<file path="config.mk">
export PLATFORM = sky130hd
export DESIGN_NAME = time_of_day_counter
export DESIGN_NICKNAME = d
export VERILOG_FILES = /design/src/rtl/clock_pkg.sv /design/src/rtl/bcd2_counter.sv /design/src/rtl/time_of_day_counter.sv
export SDC_FILE = /design/constraint.sdc
export NUM_CORES = 1
export LEC_CHECK = 0
export CORE_MARGIN = 1
export CORE_UTILIZATION = 57
export CTS_CLUSTER_SIZE = 30
export DETAILED_ROUTE_END_ITERATION = 8
export MAX_ROUTING_LAYER = met4
export PLACE_DENSITY = 0.85
export RECOVER_POWER = 100
export SYNTH_ARGS = -nofsm -noshare
export SYNTH_HDL_FRONTEND = slang
export SYNTH_HIERARCHICAL = 1
export SYNTH_SLANG_ARGS = --single-unit
</file>
<file path="constraint.sdc">
create_clock -name clk -period 4.64 [get_ports clk]
set_input_delay 0.696 -clock clk [delete_from_list [all_inputs] [get_ports clk]]
set_output_delay 0.696 -clock clk [all_outputs]
set_load 0.01 [all_outputs]
</file>
<file path="src/rtl/clock_pkg.sv">
// Shared definitions for the time-of-day counter: set-mode encoding, field limits
// and a small binary-to-BCD helper used to build counter constants.
package clock_pkg;

  typedef enum logic [1:0] {
    MODE_RUN     = 2'b00,
    MODE_SET_HR  = 2'b01,
    MODE_SET_MIN = 2'b10
  } mode_t;

  localparam int unsigned SEC_MAX   = 32'd59;
  localparam int unsigned MIN_MAX   = 32'd59;
  localparam int unsigned HR_MAX_24 = 32'd23;
  localparam int unsigned HR_MAX_12 = 32'd12;

  // Binary 0..99 to packed two-digit BCD {tens, ones}.
  function automatic logic [7:0] bin2bcd(input logic [6:0] v);
    return {4'(v / 7'd10), 4'(v % 7'd10)};
  endfunction

endpackage

</file>
<file path="src/rtl/bcd2_counter.sv">
// Two-digit BCD counter that steps MIN_VAL..MAX_VAL and wraps; load has priority
// over inc, and wrap pulses one cycle after an increment taken from MAX_VAL.
module bcd2_counter
  import clock_pkg::*;
#(
  parameter int unsigned MIN_VAL   = 32'd0,
  parameter int unsigned MAX_VAL   = 32'd59,
  parameter int unsigned RESET_VAL = 32'd0
) (
  input  logic       clk,
  input  logic       rst,
  input  logic       inc,
  input  logic       load,
  input  logic [7:0] load_bcd,
  output logic [3:0] tens,
  output logic [3:0] ones,
  output logic       at_max,
  output logic       wrap
);

  localparam logic [7:0] MIN_BCD = bin2bcd(7'(MIN_VAL));
  localparam logic [7:0] MAX_BCD = bin2bcd(7'(MAX_VAL));
  localparam logic [7:0] RST_BCD = bin2bcd(7'(RESET_VAL));

  logic [3:0] tens_r;
  logic [3:0] ones_r;
  logic       wrap_r;
  logic [7:0] next_s;

  assign at_max = ({tens_r, ones_r} == MAX_BCD);

  // Next BCD value for an increment, wrapping back to the minimum.
  always_comb begin
    next_s = {tens_r, ones_r};
    if (at_max) begin
      next_s = MIN_BCD;
    end else if (ones_r == 4'd9) begin
      next_s = {tens_r + 4'd1, 4'd0};
    end else begin
      next_s = {tens_r, ones_r + 4'd1};
    end
  end

  // Digit registers and the registered wrap pulse.
  always_ff @(posedge clk) begin
    if (rst) begin
      {tens_r, ones_r} <= RST_BCD;
      wrap_r           <= 1'b0;
    end else if (load) begin
      {tens_r, ones_r} <= load_bcd;
      wrap_r           <= 1'b0;
    end else if (inc) begin
      {tens_r, ones_r} <= next_s;
      wrap_r           <= at_max;
    end else begin
      wrap_r           <= 1'b0;
    end
  end

  assign tens = tens_r;
  assign ones = ones_r;
  assign wrap = wrap_r;

endmodule

</file>
<file path="src/rtl/time_of_day_counter.sv">
// Wall-clock HH:MM:SS in BCD driven by a one-second tick, with a button-driven
// set mode (hours, then minutes), edit blink flag and rollover pulses.
module time_of_day_counter
  import clock_pkg::*;
#(
  parameter bit          HOUR_24    = 1'b1,
  parameter int unsigned RESET_HOUR = 32'd0
) (
  input  logic       clk,
  input  logic       rst,
  input  logic       tick,
  input  logic       mode_btn,
  input  logic       inc_btn,
  output logic [3:0] hr_tens,
  output logic [3:0] hr_ones,
  output logic [3:0] min_tens,
  output logic [3:0] min_ones,
  output logic [3:0] sec_tens,
  output logic [3:0] sec_ones,
  output logic       pm,
  output logic [1:0] mode,
  output logic       blink,
  output logic       min_carry,
  output logic       day_carry
);

  localparam int unsigned HR_MIN = HOUR_24 ? 32'd0 : 32'd1;
  localparam int unsigned HR_MAX = HOUR_24 ? HR_MAX_24 : HR_MAX_12;

  mode_t mode_r;
  logic  blink_r;
  logic  pm_r;
  logic  day_carry_r;

  logic  run_tick_s;
  logic  sec_max_s, min_max_s, hr_max_s;
  logic  sec_inc_s, min_inc_s, hr_inc_s;
  logic  sec_load_s;
  logic  hr_is_11_s;
  logic  pm_toggle_s;
  logic  day_carry_s;
  logic  min_wrap_s, hr_wrap_s;
  logic  unused_wrap_s;

  // A tick coinciding with mode_btn in RUN is dropped in favour of the transition.
  assign run_tick_s  = (mode_r == MODE_RUN) && tick && !mode_btn;
  assign sec_inc_s   = run_tick_s;
  assign min_inc_s   = (run_tick_s && sec_max_s) ||
                       ((mode_r == MODE_SET_MIN) && inc_btn && !mode_btn);
  assign hr_inc_s    = (run_tick_s && sec_max_s && min_max_s) ||
                       ((mode_r == MODE_SET_HR) && inc_btn && !mode_btn);
  assign sec_load_s  = (mode_r == MODE_SET_MIN) && mode_btn;
  assign hr_is_11_s  = (hr_tens == 4'd1) && (hr_ones == 4'd1);
  assign pm_toggle_s = !HOUR_24 && hr_inc_s && hr_is_11_s;
  // End of day: 23:59:59 in 24h, 11:59:59 pm in 12h.
  assign day_carry_s = run_tick_s && sec_max_s && min_max_s &&
                       (HOUR_24 ? hr_max_s : (hr_is_11_s && pm_r));
  assign unused_wrap_s = min_wrap_s | hr_wrap_s;

  bcd2_counter #(.MIN_VAL(32'd0), .MAX_VAL(SEC_MAX), .RESET_VAL(32'd0)) u_sec (
    .clk(clk), .rst(rst), .inc(sec_inc_s), .load(sec_load_s), .load_bcd(8'h00),
    .tens(sec_tens), .ones(sec_ones), .at_max(sec_max_s), .wrap(min_carry)
  );

  bcd2_counter #(.MIN_VAL(32'd0), .MAX_VAL(MIN_MAX), .RESET_VAL(32'd0)) u_min (
    .clk(clk), .rst(rst), .inc(min_inc_s), .load(1'b0), .load_bcd(8'h00),
    .tens(min_tens), .ones(min_ones), .at_max(min_max_s), .wrap(min_wrap_s)
  );

  bcd2_counter #(.MIN_VAL(HR_MIN), .MAX_VAL(HR_MAX), .RESET_VAL(RESET_HOUR)) u_hr (
    .clk(clk), .rst(rst), .inc(hr_inc_s), .load(1'b0), .load_bcd(8'h00),
    .tens(hr_tens), .ones(hr_ones), .at_max(hr_max_s), .wrap(hr_wrap_s)
  );

  // Set-mode FSM, blink, pm flag and the end-of-day pulse.
  always_ff @(posedge clk) begin
    if (rst) begin
      mode_r      <= MODE_RUN;
      blink_r     <= 1'b0;
      pm_r        <= 1'b0;
      day_carry_r <= 1'b0;
    end else begin
      day_carry_r <= day_carry_s;
      if (pm_toggle_s) begin
        pm_r <= ~pm_r;
      end
      case (mode_r)
        MODE_RUN: begin
          blink_r <= 1'b0;
          if (mode_btn) begin
            mode_r <= MODE_SET_HR;
          end
        end
        MODE_SET_HR: begin
          if (tick) begin
            blink_r <= ~blink_r;
          end
          if (mode_btn) begin
            mode_r <= MODE_SET_MIN;
          end
        end
        MODE_SET_MIN: begin
          if (mode_btn) begin
            mode_r  <= MODE_RUN;
            blink_r <= 1'b0;
          end else if (tick) begin
            blink_r <= ~blink_r;
          end
        end
        default: begin
          mode_r  <= MODE_RUN;
          blink_r <= 1'b0;
        end
      endcase
    end
  end

  assign pm        = pm_r;
  assign mode      = mode_r;
  assign blink     = blink_r;
  assign day_carry = day_carry_r;

endmodule
</file>
==> summary.md <==
| Metric | Value |
|---|---|
| Vias | 1769 |
| LEAKAGE | 1.09 nW |
| Area Overhead vs Synth | 27.5% |
| Htree depth | 2 |
| Vias in the first global route | 1572 |
| # DRC | 0 |
| Final hold vios | 0 |
| Worst hold path stage count | 2 |
| Post-CTS sizing | 0 |
| CP arrival | 2860 ps |
| Critical R2R Launch | u_sec/ones[0] |
| Clk buf depth | 2 |
| Via density | 5.22 |
| Postcts setup bufs | 0 |
| Core Area | 3130 µm² |
| TritonCTS clock tree | built |
| Clock Sinks | 29 |
| WP data required | 4870 ps |
| Clk slew on worst S/H paths | 90 ps |
| Max IR drop VDD | 0.292 mV |
| PortBufs | 33 |
| Mapped cell area | 1920 µm² |
| Syn avg cell area | 8.33 µm² |
| Crit-path max cell delay | 620 ps |
| Fin nets | 316 |
| CTS buffer count | 5 |
| Die area | 3600 µm² |
| Most common cell after layout, fill and taps aside | conb_1 |
| Largest net degree at the start of global routing | 32 |
| Dpl hpwl | 2.83 mm |
| Clock tree root buffer cell | clkbuf_4 |
| Status | completed |
| Worst-Skew Late Latency | 340 ps |
| WP buf/inv | 2 |
| Cell count along the critical path | 7 |
| Finish-stage setup viols | 0 |
| Leading cell types in the layout, fill and taps excluded | 33 x conb_1, 31 x dlygate4sd3_1, 29 x dfxtp_1 |
| Crit path launch type | input pin |
| Post-Synthesis Cells | 230 |
| Worst path cell trace | dlygate4sd3_1 > and3b_1 > nand3_1 > nand2_1 > inv_1 > or3_1 > a221oi_1 |
| CP Class | in -> reg |
| Max Cap Violations | 0 |
| GRT Residual Overflow | 0 |
| Fin. max-slew vios | 0 |
| Crit path capture type | flop |
| Final GP Congestion | 0.832 |
| Number of diodes | 0 |
| R2R depth | 8 |
| Worst-margin pin slew | 1450 ps |
| Critical path origin | mode_btn |
| Hold buffer count at CTS | 0 |
| Min-delay src | u_sec/tens[3] |
| Period utilization | 56.6% |
| DIE HEIGHT | 60.0 µm |
| Worst Hold Class | reg -> reg |
| Power per cell area | 273 nW/µm² |
| Pwr Total | 0.668 mW |
| Drt wl/cell | 11.8 µm |
| Layout cells sized above 1 | 5.08% |
| Total negative slack | 0 ps |
| Initial cell density of the core | 61.3% |
| Initial DRT Pass Iterations | 4 |
| First-pass GRT wire length | 6.59 mm |
| Slowest CP cell | dlygate4sd3_1 |
| Worst slew margin | 3.47% |
| Critical path's top delay family | simple AND/OR/NAND/NOR gates |
| WL final | 3.98 mm |
| Worst Path Max Fanout | 9 |
| Chip width | 60.0 µm |
| Total Routing Usage GR | 25.8% |
| Post-route antenna net violation count | 0 |
| Rows | 20 |
| Initial antenna violation count | 0 |
| RSZ-0062 raised after global routing | false |
| Max Freq | 381 MHz |
| Final Skew | 13.2 ps |
| Top Ports | 35 |
| Yosys Warn Count | 6 |
| Min Tclk post-route | 2630 ps |
| Iteration-0 DRC Markers | 67 |
[per-layer routing]
| metal | GRT usage (%) | wire [µm] |
|---|---|---|
| met1 | 28.6 | 1800 |
| met2 | 41.9 | 1930 |
| met3 | 6.71 | 178 |
| met4 | 14.3 | 76 |
| met5 | - | 0 |
[sequential cells by signal (all words and copies together) (netlist names)]
signal      count
u_min/ones      4
u_sec/wrap      1
blink           1
u_sec/tens      4
u_sec/ones      4
u_min/tens      4
day_carry       1
mode            2
u_hr/ones       4
u_hr/tens       4
[cell type report]
cell class | count | area [µm²]
repair buffers | 34 | 334
inverters | 18 | 67.6
multi-input cells | 206 | 1320
fillers | 240 | 683
well taps | 44 | 55.1
clock buffers | 7 | 55.1
flip-flops and latches | 29 | 581
clock inverters | 1 | 30.0
[power by group]
part | switching [mW] | internal (mW)
registers | 0.0238 | 0.268
clock network | 0.0918 | 0.129
logic | 0.0804 | 0.0749
total | 0.196 | 0.472
[worst min-delay path: cells and delay by family, from the launching register on]
family,cells,cell delay [ps]
DFF,1,350
and+or+nand+nor,2,150
[through the flow]
step | std cells | util [%] | worst slack, ps | area, µm² | hold WS [ps]
3_5_place_dp | 331 | 76.1 | 1900 | 2380 | 521
5_1_grt | 339 | 78.2 | 1850 | 2440 | 561
3_3_place_gp | 331 | 76.1 | 1980 | 2380 | 518
2_1_floorplan | 262 | - | 2650 | 2040 | 540
6_report | 339 | 78.2 | 2010 | 2440 | 535
4_1_cts | 339 | 78.8 | 2280 | 2470 | 537
[worst paths after layout]
| check | slack (ps) | end |
|---|---|---|
| max | 2010 | u_hr/ones[0] |
| min | 540 | u_sec/tens[3] |
| max reg2reg | 2380 | u_hr/ones[0] |
| min reg2reg | 540 | u_sec/tens[3] |
Note: power is estimated with default switching activity, not from simulation.
